$ cat src/rtl/fragment_hazard_scheduler.sv
// Fragment hazard scheduler: holds back a fragment whose framebuffer index is still in flight.
// Optional stall statistics counter is enabled by defining FRAGMENT_HAZARD_STATS_EN.
module fragment_hazard_scheduler #(
    parameter int FRAMEBUFFER_INDEX_WIDTH = 14,
    parameter int PAYLOAD_WIDTH           = 64,
    parameter int ENTRIES                 = 8
) (
    input  logic                               aclk,
    input  logic                               reset,
    input  logic                               s_frag_tvalid,
    output logic                               s_frag_tready,
    input  logic                               s_frag_tlast,
    input  logic [FRAMEBUFFER_INDEX_WIDTH-1:0] s_frag_tindex,
    input  logic [PAYLOAD_WIDTH-1:0]           s_frag_tpayload,
    output logic                               m_frag_tvalid,
    input  logic                               m_frag_tready,
    output logic                               m_frag_tlast,
    output logic [FRAMEBUFFER_INDEX_WIDTH-1:0] m_frag_tindex,
    output logic [PAYLOAD_WIDTH-1:0]           m_frag_tpayload,
    input  logic                               wr_valid,
    input  logic [FRAMEBUFFER_INDEX_WIDTH-1:0] wr_addr,
    output logic                               idle,
    output logic                               orderError,
    output logic [$clog2(ENTRIES):0]           inFlight
`ifdef FRAGMENT_HAZARD_STATS_EN
    ,
    output logic [31:0]                        stallCycles
`endif
);

    localparam int AW = (ENTRIES > 1) ? $clog2(ENTRIES) : 1;
    localparam int CW = $clog2(ENTRIES) + 1;

    logic [ENTRIES-1:0]                 ent_valid;
    logic [FRAMEBUFFER_INDEX_WIDTH-1:0] ent_index [ENTRIES];
    logic [AW-1:0]                      head;
    logic [AW-1:0]                      tail;
    logic [CW-1:0]                      count;

    logic retire;
    logic full;
    logic hit;
    logic hazard;
    logic issue;

    assign retire = wr_valid & (count != '0);
    assign full   = (count == CW'(ENTRIES));

    // The head entry being retired this cycle no longer blocks its index.
    always_comb begin
        hit = 1'b0;
        for (int i = 0; i < ENTRIES; i++) begin
            if (ent_valid[i] && (ent_index[i] == s_frag_tindex) &&
                !(retire && (head == AW'(i)))) begin
                hit = 1'b1;
            end
        end
    end

    assign hazard = s_frag_tvalid & hit;
    assign issue  = ~reset & s_frag_tvalid & ~hazard & (~full | retire) &
                    (~m_frag_tvalid | m_frag_tready);

    assign s_frag_tready = issue;
    assign inFlight      = count;
    assign idle          = (count == '0) & ~m_frag_tvalid;

    always_ff @(posedge aclk) begin
        if (reset) begin
            ent_valid       <= '0;
            head            <= '0;
            tail            <= '0;
            count           <= '0;
            orderError      <= 1'b0;
            m_frag_tvalid   <= 1'b0;
            m_frag_tlast    <= 1'b0;
            m_frag_tindex   <= '0;
            m_frag_tpayload <= '0;
        end else begin
            if (retire) begin
                ent_valid[head] <= 1'b0;
                head            <= head + 1'b1;
                if (wr_addr != ent_index[head]) begin
                    orderError <= 1'b1;
                end
            end else if (wr_valid) begin
                orderError <= 1'b1;
            end

            // Issue after retire so a full-table swap at head == tail leaves the slot valid.
            if (issue) begin
                ent_valid[tail] <= 1'b1;
                ent_index[tail] <= s_frag_tindex;
                tail            <= tail + 1'b1;
                m_frag_tvalid   <= 1'b1;
                m_frag_tlast    <= s_frag_tlast;
                m_frag_tindex   <= s_frag_tindex;
                m_frag_tpayload <= s_frag_tpayload;
            end else if (m_frag_tready) begin
                m_frag_tvalid <= 1'b0;
            end

            count <= count + CW'(issue) - CW'(retire);
        end
    end

`ifdef FRAGMENT_HAZARD_STATS_EN
    always_ff @(posedge aclk) begin
        if (reset) begin
            stallCycles <= '0;
        end else if (hazard && (stallCycles != '1)) begin
            stallCycles <= stallCycles + 32'd1;
        end
    end
`endif

endmodule
$ cat config.mk
export PLATFORM = sky130hd
export DESIGN_NAME = fragment_hazard_scheduler
export DESIGN_NICKNAME = d
export VERILOG_FILES = /design/src/rtl/fragment_hazard_scheduler.sv
export SDC_FILE = /design/constraint.sdc
export NUM_CORES = 1
export LEC_CHECK = 0
export BUFFER_PORTS_ARGS = -buffer_cell sky130_fd_sc_hd__buf_2
export CAP_MARGIN = 30
export CORE_AREA = 2 2 137 139
export CTS_CLUSTER_SIZE = 25
export DETAILED_ROUTE_END_ITERATION = 8
export DIE_AREA = 0 0 139 141
export PLACE_DENSITY = 0.78
export SYNTH_ARGS = -nofsm -noshare
export SYNTH_HDL_FRONTEND = slang
export SYNTH_SLANG_ARGS = --single-unit
$ cat constraint.sdc
create_clock -name aclk -period 4.5 [get_ports aclk]
set_clock_uncertainty 0.2 [all_clocks]
set_input_delay 0.225 -clock aclk [delete_from_list [all_inputs] [get_ports aclk]]
set_output_delay 0.225 -clock aclk [all_outputs]
set_load 0.01 [all_outputs]
# --- After elaboration in Yosys (flattened, before gate mapping) ---
# Memories as Yosys holds them, arrays and structs flattened. A register that Yosys moved wholly into a read port is not among the register bits.
# Index checks and enable logic that the tools add are counted.
op_classes:
  n_reduce_logical: 40
  n_bitwise: 16
  n_mux: 25
  n_lt_le_gt_ge: 4
  addsub: 4
  eq_ne: 18
ops:
  columns: ["op", "count"]
  rows:
  - ["== test 14 bit", 8]
  - ["logical AND 1 bit", 26]
  - ["2-to-1 mux 8 bit", 3]
  - ["2-to-1 mux 1 bit", 18]
  - ["!= test 14 bit", 1]
  - ["== test 3 bit (second input constant)", 4]
  - ["AND 8 bit", 1]
  - ["zero test 1 bit", 8]
  - ["less-than comparator 3 x 4 -> 1 bit (second input constant)", 2]
  - ["NOT 8 bit", 1]
  - ["OR 8 bit", 1]
  - ["AND 1 bit", 7]
  - ["adder 3 x 1 -> 3 bit (second input constant)", 2]
  - ["demux 1 bit (select 3 bit)", 2]
  - ["== test 3 x 2 -> 1 bit (second input constant)", 2]
  - [">= comparator 3 x 1 -> 1 bit (second input constant)", 2]
  - ["2-to-1 mux 3 bit", 2]
  - ["adder 4 x 1 -> 4 bit", 1]
  - ["== test 4 bit (second input constant)", 1]
  - ["zero test 4 bit", 1]
  - ["NOT 1 bit", 4]
  - ["nonzero test 2 bit", 2]
  - ["nonzero test 4 bit", 1]
  - ["subtractor 4 x 1 -> 4 bit", 1]
  - ["5 further kinds", 6]
totals:
  inputBits: 98
  memories: 1
  mem_bits_rw: 112
  output_inout_bits: 87
  regBits: 99
  word_cells: 117
mem_list:
  columns: ["memory", "depth", "width", "rd", "rd_ports_with_merged_regs", "write_ports", "line_no", "source"]
  rows:
  - ["ent_index", 8, 14, 9, 1, 1, "35", "logic [FRAMEBUFFER_INDEX_WIDTH-1:0] ent_index [ENTRIES];"]

# --- Longest topological paths before layout ---
logic_depth:
  depth_word: 21
  ltp_mapped: 15
  ltp_nobuf: 14

# --- Worst setup path after synthesis ---
# OpenSTA, ideal clock, no wires.
synth_timing:
  kind: "register to register"
  start: "register count[2] (netlist: inFlight[2])"
  end: "memory ent_index[0][0] (enable)"
  period_less_slack_ns: 3.610
  t_required_ns: 3.897
  setup_time_ns: 0.403
  t_arrival_ns: 3.007
  path_stages_with_launch: 12
  setup_slack_ns: 0.890
  path_buffers: 2
  cell_sequence: "dfxtp_1 -> inv_1 -> ha_1 -> nor3b_2 -> nor2_2 -> nand2_1 -> a22oi_1 -> and3_1 -> buf_2 -> nand2_2 -> buf_2 -> nor3_1"
synth_via:
  elab_chain_cells: 21
  word_cells_on_any_way: 45
  classes_between: "1 x eq/ne; 11 x mux; 8 x bitwise; 25 x reduce/logical"
synth_rtl:
  columns: ["element", "line_no", "source"]
  rows:
  - ["from (decl)", "38", "logic [CW-1:0] count;"]
  - ["from (signal assigned)", "103", "count <= count + CW'(issue) - CW'(retire);"]
  - ["nonzero test 4 bit (*)", "46", "assign retire = wr_valid & (count != '0);"]
  - ["AND 1 bit (*)", "46", null]
  - ["net retire", "40", "logic retire;"]
  - ["logical AND 1 bit", "54", "!(retire && (head == AW'(i)))) begin"]
  - ["zero test 1 bit", "54", null]
  - ["logical AND 1 bit", "53", "if (ent_valid[i] && (ent_index[i] == s_frag_tindex) &&"]
  - ["2-to-1 mux 1 bit (8 in series)", "53", null]
  - ["AND 1 bit", "60", "assign hazard = s_frag_tvalid & hit;"]
  - ["NOT 1 bit", "61", "assign issue = ~reset & s_frag_tvalid & ~hazard & (~full | retire) &"]
  - ["AND 1 bit", "61", null]
  - ["AND 1 bit (*) (2 in series)", "61", null]
  - ["2-to-1 mux 1 bit (*)", "91", "if (issue) begin"]
  - ["2-to-1 mux 1 bit (*)", "69", "if (reset) begin"]
  - ["2-to-1 mux 1 bit (implied by the code) (*)", "93", "ent_index[tail] <= s_frag_tindex;"]
  - ["to (decl)", "35", null]
# Mark *: on every way through the listed nets, which the timed path passes. The rest lies on a longest branch.

# --- Worst setup path after layout ---
layout_timing:
  start: "register count[2] (netlist: inFlight[2])"
  end: "register m_frag_tpayload[20]"
layout_via:
  elab_chain_cells: 18
  word_cells_on_any_way: 42
  classes_between: "1 x eq/ne; 8 x mux; 8 x bitwise; 25 x reduce/logical"
layout_rtl:
  columns: ["element", "line_no", "source"]
  rows:
  - ["nonzero test 4 bit", "46", null]
  - ["AND 1 bit", "46", null]
  - ["logical AND 1 bit", "54", null]
  - ["zero test 1 bit", "54", null]
  - ["logical AND 1 bit", "53", null]
  - ["2-to-1 mux 1 bit (8 in series)", "53", null]
  - ["AND 1 bit", "60", null]
  - ["NOT 1 bit", "61", null]
  - ["AND 1 bit", "61", null]
  - ["AND 1 bit (*) (2 in series)", "61", null]
  - ["to (signal assigned)", "98", "m_frag_tpayload <= s_frag_tpayload;"]
  - ["to (decl)", "19", "output logic [PAYLOAD_WIDTH-1:0] m_frag_tpayload,"]
# Every way passes the cells marked *; elsewhere a longest branch is shown, timed or not.
# A chain may end at the register's enable or synchronous reset.

==> results <==
- The routed layout has 8321 vias.
- The share of total power dissipated in combinational logic is 0.244.
- For this block, the initial DRC count from the detailed router was 899.
- The worst slack on hold paths is 59.0 ps.
- After synthesis, the most frequently instantiated cells are edfxtp_1 (112), xnor2_1 (111), dfxtp_1 (102), nand3_1 (84), o21ai_0 (84).
- Of the total power, registers draw 0.428.
- The path class of the tightest hold or removal check is in2reg.
- The cell area after synthesis is 10000 um2.
- The cell-internal power is 3.71 mW.
- The worst pin sits at a relative slew slack of 0.328.
- Measured on the finished design, the core utilization comes to 0.684.
- By area the synthesized netlist is led by edfxtp_1 (34%), dfxtp_1 (20%), xnor2_1 (9.7%), mux4_2 (6.3%), nand3_1 (4.2%).
- The initial utilization of the core area, before any placement, comes to 0.548.
- The final-report hold violation count came to 0.
- Counting the buffers created by CTS gives 23.
- Of the total power, the share spent switching nets is 0.303.
- The count of cells resized by post-cts repair is 0.
- The placer congestion estimate is 0.941.
- The count of max-cap constraint violations is 0.
- The start-to-end type of the worst setup path is reg2reg.
- The number of distinct library cells after synthesis is 44.
- The most instantiated flip-flop cell in the synthesis netlist is edfxtp_1.
- The clock net sink count is 214.
- The leakage power is 4.54 nW.
- The power per cell area is 426 nW/um2.
- The number of fillers in the final layout is 1301.
- After floorplanning, the core was divided into 50 placement rows.
- The sort of element at the start of the critical path is a register.
- In the final routed layout, each cell accounts on average for 22.5 um.
- The required time at the worst-slack endpoint is 4640 ps.
- The count of nets left with antenna violations once routing finished came out at 0.
- Before CTS, the worst setup slack after placement is 881 ps.
- After routing the design area is 12500 um2.
- After synthesis, the mean cell area works out to 11.6 um2.
- The largest vdd supply drop is 0.320 mV.
- For the worst-skew pair, the clock arrives at the later sink with an insertion delay of 520 ps.
- Power comes to 5.32 mW.
- The maximum operating frequency is 267 MHz.
- After the last flow step, the layout net total stands at 1212.
- After detailed routing, the number of remaining DRC violations is 0.
- Of all cell types, the one taking the most synthesized area is edfxtp_1.
- The part of the total power dissipated in the clock network is 0.327.
- The first-pass iteration count of the detailed router is 5.
- Summing all placed instances gives a cell area of 11000 um2.
- The width of the die is 139 um.
- The share of flip-flops with an asynchronous set or reset is 0.
- For this block, the routed nets add up to 30300 um of wire.
- Of the post-synthesis cell area, the dominant cell type holds 0.336.
- After detailed routing, the number of vias per cell comes to 6.16.
- The aggregate global routing overflow is 0.
- STA puts the critical path data arrival time at 3890 ps.
- The analysis attributes to net switching a power of 1.61 mW.
- The TritonCTS clock tree is built.
- The largest net degree at the start of global routing is 98.
- The flip-flop and latch count after synthesis is 214.
- In this run the worst path has a maximum fanout of 42.
- The count of antenna diodes in the layout is 0.
- The max-slew violation count is 0.
- The die covers 19600 um2.
- The total nets after synthesis is 977.
- Among all cell types in the netlist, the one instantiated most often is edfxtp_1.
- In this run the number of H-tree levels came out at 1.
- The number of endpoints failing setup at the final stage is 0.
- The flow ran to the end, and the final reports show no timing, DRC or antenna violations.
- The setup slack of the critical path after layout is 750 ps.
- The transition at the pin with the smallest max-transition slack is 1010 ps.
- The number of global-route vias before repair is 8084.
- Of the available clock period, the critical path in the final layout requires 0.833.
- The tree is rooted in a clkbuf_16.
- The number of I/O pins is 185.
- The number of synthesis warnings is 0.
- The die height is 141 um.
- The global-route wire length before repair is 46600 um.
- The share of post-route cells with drive strength above 1 is 0.260.
- The clock period minus worst slack is 3750 ps.
- The synthesized instance count is 865.
- For this run, the register share of the synthesized area comes to 0.539.
- The clock-pin slew of the registers on the worst-case setup and hold paths is 60 ps.
- The number of antenna violations at the first check in global routing came to 0.
- In this run the standard cell core region covers 18300 um2.
- The number of hold buffers added after CTS was 81.
- The final setup TNS is 0 ps.
- The post-CTS repair timing setup buffer count is 0.
- The combined global-route utilization of all metal layers is 0.304.
- Counting tap cells, the placed design contains a total of 1228 instances.
- STA classifies the critical path endpoint as a register.
- The number of buffers added on ports is 184.
- Yosys mapped a number of flops with a built-in enable equal to 112.
- Relative to the synthesized area, the layout overhead comes to 24.7%.
- The clock passes through at most 3 buffers.
- Setup repair after global routing left no endpoint under its margin.
- The number of cells in the finished layout apart from fillers is 1351.
- The half-perimeter wire length of the detailed placement result is 19000 um.
==> layer usage <==
| layer | wire (um) | GRT usage | up-vias | part of all wire |
|---|---|---|---|---|
| li1 | - | - | 3642 | - |
| met1 | 11200 | 0.405 | 4025 | 0.37 |
| met2 | 14700 | 0.505 | 577 | 0.48 |
| met3 | 3520 | 0.0622 | 77 | 0.12 |
| met4 | 954 | 0.0989 | 0 | 0.031 |
| met5 | 0 | 0 | - | 0 |
==> flip-flops by register name, summed over array words and instances (netlist names), named ones only <==
signal	cells
tail	3
ent_valid	8
m_frag_tindex	14
orderError	1
m_frag_tvalid	1
ent_index	112
m_frag_tpayload	64
inFlight	4
m_frag_tlast	1
head	3
==> cells in the final DEF, fill, tap and decap left out, types with 18 or more instances in the layout <==
master | Yosys | layout
clkbuf_16 | 0 | 24
dlygate4sd3_1 | 0 | 81
xor2_1 | 18 | 18
edfxtp_1 | 112 | 112
xnor2_1 | 111 | 111
o21ai_0 | 84 | 84
dfxtp_1 | 102 | 102
mux4_2 | 28 | 28
a21oi_1 | 82 | 82
nand4_1 | 30 | 30
nand3_1 | 84 | 83
buf_2 | 21 | 183
==> final cells by class <==
class | instances | area (um2) | area share
sequential | 214 | 5410 | 0.433
multi-input combinational | 564 | 4200 | 0.336
timing repair buffer | 280 | 1850 | 0.148
clock buffer | 27 | 612 | 0.0490
tap | 234 | 293 | 0.0234
clock inverter | 15 | 75.1 | 0.00601
inverter | 17 | 63.8 | 0.00511
==> cell families (layout without fill, tap and decap cells) <==
| family | Yosys count | count (layout) | synth area share |
|---|---|---|---|
| DFF | 214 | 214 | 0.539 |
| and+or+nand+nor | 194 | 194 | 0.109 |
| AOI/OAI and AO/OA | 184 | 184 | 0.0982 |
| xor gates and xnor gates | 129 | 129 | 0.113 |
| buffers and inverters | 87 | 339 | 0.0445 |
| muxes | 43 | 43 | 0.0779 |
| adders and majority gates | 14 | 14 | 0.0182 |
==> critical path, stage by stage, from the launching register on <==
cell,delay (ps)
dfxtp_1,320
inv_1,70
ha_1,210
nor3b_2,180
nor3_2,350
nand2_1,110
a22oi_1,300
nand4_2,830
buf_4,570
o21ai_0,300
a21oi_1,120
==> final timing paths <==
| check | startpoint | to | slack, ps | depth (start not counted) |
|---|---|---|---|---|
| hold reg to reg | orderError | orderError | 260 | 2 |
| hold / removal | m_frag_tready | m_frag_tvalid | 60 | 3 |
| setup / recovery | inFlight[2] | m_frag_tpayload[20] | 750 | 10 |
| setup reg to reg | inFlight[2] | m_frag_tpayload[20] | 750 | 10 |
==> power groups by stage <==
| stage | logic [mW] | clock network, mW | registers (mW) |
|---|---|---|---|
| floorplan | 0.860 | 0 | 2.30 |
| global placement | 1.20 | 0 | 2.31 |
| detailed placement | 1.22 | 0 | 2.32 |
| CTS | 1.28 | 1.76 | 2.28 |
| global route | 1.40 | 1.85 | 2.30 |
| finish | 1.30 | 1.74 | 2.28 |
(Power assumes the default switching activity.)
